`src/rtl/aes_sub_bytes_seq.sv`:
```
// aes_sub_bytes_seq: sequential AES SubBytes engine for one 128-bit state.
// A state is accepted on an in_valid/in_ready handshake.
// LANES S-boxes then substitute LANES bytes per cycle, in ascending byte order.
// The result is held on out_state/out_valid until the consumer takes it.
// Optional feature macro: AES_INV_SBOX_EN. When it is defined, the engine adds an
// inv_mode port and an inverse S-box in every lane.
module aes_sub_bytes_seq #(
   parameter int unsigned STATE_BYTES = 16,
   parameter int unsigned LANES       = 1
) (
   input  logic                     clk,
   input  logic                     rst_n,
   input  logic                     in_valid,
   output logic                     in_ready,
   input  logic [8*STATE_BYTES-1:0] in_state,
`ifdef AES_INV_SBOX_EN
   input  logic                     inv_mode,
`endif
   output logic                     out_valid,
   input  logic                     out_ready,
   output logic [8*STATE_BYTES-1:0] out_state,
   output logic                     busy
);

   localparam int unsigned SW = 8 * STATE_BYTES;
   localparam int unsigned GW = 8 * LANES;
   localparam int unsigned N  = STATE_BYTES / LANES;
   localparam int unsigned CW = (N > 1) ? $clog2(N) : 1;
   localparam int unsigned IW = $clog2(SW);
   localparam logic [CW-1:0] CNT_LAST = CW'(N - 1);

   typedef enum logic [1:0] {
      S_IDLE = 2'd0,
      S_RUN  = 2'd1,
      S_DONE = 2'd2
   } state_e;

   // Multiply by x in GF(2^8) modulo x^8+x^4+x^3+x+1.
   function automatic logic [7:0] xtime(input logic [7:0] a);
      return {a[6:0], 1'b0} ^ (a[7] ? 8'h1b : 8'h00);
   endfunction

   // Shift-and-add GF(2^8) multiplier.
   function automatic logic [7:0] gf_mul(input logic [7:0] a, input logic [7:0] b);
      logic [7:0] acc;
      logic [7:0] sh;
      acc = 8'h00;
      sh  = a;
      for (int i = 0; i < 8; i++) begin
         if (b[i]) acc = acc ^ sh;
         sh = xtime(sh);
      end
      return acc;
   endfunction

   // Multiplicative inverse as a^254 = a^2*a^4*...*a^128. Zero maps to zero.
   function automatic logic [7:0] gf_inv(input logic [7:0] a);
      logic [7:0] p;
      logic [7:0] r;
      p = a;
      r = 8'h01;
      for (int i = 1; i < 8; i++) begin
         p = gf_mul(p, p);
         r = gf_mul(r, p);
      end
      return r;
   endfunction

   // Forward affine map: s_i = b_i ^ b_(i+4) ^ b_(i+5) ^ b_(i+6) ^ b_(i+7) ^ 0x63.
   function automatic logic [7:0] affine_fwd(input logic [7:0] b);
      return b ^ {b[3:0], b[7:4]} ^ {b[4:0], b[7:5]} ^ {b[5:0], b[7:6]}
               ^ {b[6:0], b[7]} ^ 8'h63;
   endfunction

   // Forward S-box.
   function automatic logic [7:0] sbox_fwd(input logic [7:0] b);
      return affine_fwd(gf_inv(b));
   endfunction

`ifdef AES_INV_SBOX_EN
   // Inverse affine map: b_i = s_(i+2) ^ s_(i+5) ^ s_(i+7) ^ 0x05.
   function automatic logic [7:0] affine_inv(input logic [7:0] s);
      return {s[1:0], s[7:2]} ^ {s[4:0], s[7:5]} ^ {s[6:0], s[7]} ^ 8'h05;
   endfunction

   // Inverse S-box.
   function automatic logic [7:0] sbox_inv(input logic [7:0] s);
      return gf_inv(affine_inv(s));
   endfunction
`endif

   state_e          state_q, state_d;
   logic [CW-1:0]   cnt_q, cnt_d;
   logic [SW-1:0]   work_q, work_d;
   logic            in_ready_q, in_ready_d;
   logic            out_valid_q, out_valid_d;
   logic            busy_q, busy_d;
`ifdef AES_INV_SBOX_EN
   logic            inv_q, inv_d;
`endif

   logic [IW-1:0]   grp_base;
   logic [GW-1:0]   grp_in;
   logic [GW-1:0]   grp_out;

   // Bit offset of the byte group handled in the current RUN cycle.
   assign grp_base = IW'(32'(cnt_q) * GW);
   assign grp_in   = work_q[grp_base +: GW];

   // One S-box per lane over the current byte group.
   for (genvar l = 0; l < LANES; l++) begin : g_lane
`ifdef AES_INV_SBOX_EN
      assign grp_out[8*l +: 8] = inv_q ? sbox_inv(grp_in[8*l +: 8])
                                       : sbox_fwd(grp_in[8*l +: 8]);
`else
      assign grp_out[8*l +: 8] = sbox_fwd(grp_in[8*l +: 8]);
`endif
   end

   // State register, counter, work register and registered handshake outputs.
   always_ff @(posedge clk or negedge rst_n) begin
      if (!rst_n) begin
         state_q     <= S_IDLE;
         cnt_q       <= '0;
         work_q      <= '0;
         in_ready_q  <= 1'b1;
         out_valid_q <= 1'b0;
         busy_q      <= 1'b0;
`ifdef AES_INV_SBOX_EN
         inv_q       <= 1'b0;
`endif
      end else begin
         state_q     <= state_d;
         cnt_q       <= cnt_d;
         work_q      <= work_d;
         in_ready_q  <= in_ready_d;
         out_valid_q <= out_valid_d;
         busy_q      <= busy_d;
`ifdef AES_INV_SBOX_EN
         inv_q       <= inv_d;
`endif
      end
   end

   // Next-state logic; the handshake flags are decoded from the next state so they track state_q.
   always_comb begin
      state_d     = state_q;
      cnt_d       = cnt_q;
      work_d      = work_q;
`ifdef AES_INV_SBOX_EN
      inv_d       = inv_q;
`endif
      case (state_q)
         S_IDLE: begin
            if (in_valid) begin
               state_d = S_RUN;
               cnt_d   = '0;
               work_d  = in_state;
`ifdef AES_INV_SBOX_EN
               inv_d   = inv_mode;
`endif
            end
         end
         S_RUN: begin
            work_d[grp_base +: GW] = grp_out;
            if (cnt_q == CNT_LAST) begin
               state_d = S_DONE;
               cnt_d   = '0;
            end else begin
               cnt_d = cnt_q + CW'(1);
            end
         end
         S_DONE: begin
            if (out_ready) state_d = S_IDLE;
         end
         default: begin
            state_d = S_IDLE;
            cnt_d   = '0;
         end
      endcase
      in_ready_d  = (state_d == S_IDLE);
      out_valid_d = (state_d == S_DONE);
      busy_d      = (state_d != S_IDLE);
   end

   assign in_ready  = in_ready_q;
   assign out_valid = out_valid_q;
   assign busy      = busy_q;
   assign out_state = work_q;

endmodule

```
`config.mk`:
```
export PLATFORM = sky130hd
export DESIGN_NAME = aes_sub_bytes_seq
export DESIGN_NICKNAME = d
export VERILOG_FILES = /design/src/rtl/aes_sub_bytes_seq.sv
export SDC_FILE = /design/constraint.sdc
export NUM_CORES = 1
export LEC_CHECK = 0
export ABC_AREA = 1
export CAP_MARGIN = 20
export CORE_UTILIZATION = 55
export CTS_CLUSTER_DIAMETER = 150
export DETAILED_ROUTE_END_ITERATION = 10
export PLACE_DENSITY = 0.77
export SLEW_MARGIN = 25
export SYNTH_ARGS = -nofsm -noshare
export SYNTH_HDL_FRONTEND = slang
export SYNTH_SLANG_ARGS = --single-unit
```
`constraint.sdc`:
```
create_clock -name clk -period 25.2 [get_ports clk]
set_input_delay 3.78 -clock clk [delete_from_list [all_inputs] [get_ports clk]]
set_output_delay 3.78 -clock clk [all_outputs]
set_load 0.01 [all_outputs]
```
==> impl_metrics.tcl <==
set metrics [dict create \
    tightestPinTransition_ns 1.08 \
    die_w_microns 228 \
    wl_microns 108000 \
    cts_max_path_buffers 2 \
    holdBufCountCts 0 \
    endpoint_kind "flop" \
    rsz0062_at_grt "no" \
    synth_common_cells "nand2_1 (2344), nand3_1 (1123), inv_1 (500)" \
    antenna_found_initial 0 \
    postCtsSetupBuffers 0 \
    port_buffers 262 \
    dpl_cell_area_sq_um 30600 \
    placed_cells 6254 \
    maxSlewHeadroom 0.280 \
    avgSynthCellArea_sq_um 5.13 \
    async_reset_ff_frac 1.00 \
    vias_per_cell 5.78 \
    seq_area_frac_synth 0.122 \
    place.detailed.hpwl_microns 83300 \
    synthTopCellsByArea "nand2_1 (31%), nand3_1 (20%), dfrtp_1 (12%), inv_1 (6.7%), nor2_1 (4.1%)" \
    reg2reg_setup_slack_ns 6.15 \
    crit_path_start "cnt_q[0]" \
    crit_slowest_cell "clkinv_2" \
    ys_ff_latch 137 \
    r2r_end "out_state[58]" \
    setup_viol 0 \
    netlist-cell-type-count 54 \
    grt_max_degree 91 \
    ant_nets 0 \
    critical-path-top-delay-family "simple AND/OR/NAND/NOR gates" \
    diodes 0 \
    fin_setup_tns_ns 0 \
    synth_area_sq_um 28100 \
    fin_crit_sh 0.756 \
    synth_top_area_cell "nand2_1" \
    synth_top_area_frac 0.313 \
    h-tree-depth 4 \
    finalNetCount 5745 \
    fillerInstances 5171 \
    worst_setup_path_start_kind "flop" \
    grt_pass1_vias 31700 \
    cts_resized 0 \
    syn-instance-count 5481 \
    synth_top_family_by_area "simple AND/OR/NAND/NOR gates" \
    clock.fmax_ghz 0.0525 \
    grt_pass1_wl_microns 169000 \
    drtPass1Iterations 7 \
    regArea_sq_um 3430 \
    clock_skew_ns 0.0107 \
    ios 263 \
    stdcell_count 6285 \
    die_y_microns 228 \
    worst_path_most_repeated_cell "nand2_1" \
    wire_per_inst_microns 17.1 \
    synth-edff-count 0 \
    drt-initial-drc-count 4688 \
    worstSetupPathType "flop to flop" \
    status "finished clean" \
    grt_usage 0.397 \
    yosysMostFrequentCell "nand2_1" \
    hold_ws_ns 0.566 \
    synth_ff_type "dfrtp_1" \
    core_area_sq_um 50300 \
    cts-root-buf "clkbuf_16" \
    multi_input_comb_area_sq_um 21200 \
    clkTransAtPathRegs_ns 0.06 \
    gp_congestion 1.05 \
    cts_buffers 17 \
    hold_path_depth 2 \
    synthXorXnorAreaFrac 0.0546 \
    reg2reg_depth 106 \
    r2r_start "cnt_q[0]" \
    area_growth_syn_to_layout_pct 11.1 \
    setup.worst_path.end "out_state[58]" \
    path_depth 106 \
    ys_warn_count 0 \
    clock_latency_ns 0.43 \
    cp.arrival_ns 19.42 \
    fin_crit_ns 19.05 \
    grt_overflow 0 \
    synth_fp_nets 5625 \
    fp-row-count 82 \
    muxShareOfSynthArea 0 \
    drive_gt1_frac 0.0732 \
    vias 36300 \
    synthAdderAreaFrac 0.00534 \
    holdCritPathClass "flop to flop" \
    drc 0 \
    synthSimpleGateAreaFrac 0.657 \
    dieArea_sq_um 52000 \
    maxCapViolCount 0 \
    cp_num_buf_inv 19 \
    synth_compound_area_frac 0.0373 \
    hold_viol 0 \
    start_util 0.559 \
    slowest_delay_ns 0.92 \
    drv_slew 0 \
    critical_path_required_ns 25.57 \
    numClockSinks 137 \
    path_max_fanout 67 \
    cts_tree "done" \
    final_area_sq_um 31200 \
]
-- kinds of logic after synthesis --
family          after synthesis
fa+ha+maj                    12
buf+inv                     804
simple gates               4185
compound gates              190
xor+xnor                    153
flops                       137
-- layer usage --
layer,vias up,track usage,part of all wire
li1,17700,-,-
met1,16100,0.513,0.40
met2,2181,0.623,0.43
met3,403,0.0853,0.11
met4,0,0.202,0.056
met5,-,0,0
-- registers in the layout, indices dropped and copies added (netlist names) --
name / cells
busy: 1
state_q: 2
out_state: 128
out_valid: 1
cnt_q: 4
in_ready: 1
-- layout make-up --
type / count / area share
well taps: 672 / 0.0269
flip-flops and latches: 137 / 0.110
clock buffers: 21 / 0.0147
inverters: 631 / 0.0764
multi-input cells: 4540 / 0.680
repair buffers: 274 / 0.0870
clock inverters: 10 / 0.00533
-- how the worst min path moves through the flow --
stage               endpoint  slack (ns)          start
3_5_place_dp   out_state[44]        0.54  out_state[44]
5_1_grt        out_state[21]        0.59  out_state[21]
2_1_floorplan      out_valid        0.54     state_q[1]
3_3_place_gp   out_state[20]        0.53  out_state[20]
6_report       out_state[86]        0.57  out_state[86]
4_1_cts        out_state[21]        0.56  out_state[21]
-- placed cells by master (no fill, tap or decap), types with 3 or more instances in the layout --
cell	synthesis	routed
inv_4	3	4
nand2_2	160	160
o21bai_1	23	23
inv_2	106	105
xnor2_2	5	5
or2_1	11	11
nand2_1	2344	2344
nor2_1	308	307
buf_4	34	11
o21ai_1	45	45
dfrtp_1	136	135
bufinv_16	0	4
o21ai_0	48	48
o22ai_1	4	4
nand3_1	1123	1123
nand3_2	27	27
a21oi_1	58	58
nor2_2	16	16
nand4_1	112	112
clkbuf_16	0	17
xor2_4	3	3
clkinv_1	19	19
inv_1	500	500
o211ai_1	7	7
xnor2_1	47	47
xor2_1	87	87
nand3b_1	45	45
ha_1	12	12
clkdlybuf4s50_1	0	261
clkinv_2	2	3
nand2_4	17	17
xor2_2	8	8
nor2_4	8	9
-- worst min-delay path: stages, from the launching register on --
cell and delay [ns]:
dfrtp_1 0.37, nand3_1 0.09, nand3_1 0.08
-- through the flow --
| step | utilization | worst slack (ns) |
|---|---|---|
| 2_1_floorplan | - | 11.89 |
| 5_1_grt | 0.621 | 4.76 |
| 3_3_place_gp | 0.609 | 7.10 |
| 6_report | 0.621 | 6.15 |
| 4_1_cts | 0.621 | 6.86 |
| 3_5_place_dp | 0.609 | 6.90 |
Power is left out: the tool's default activity adds up to more than one toggle a clock period on the data nets, which glitch-free logic cannot reach.
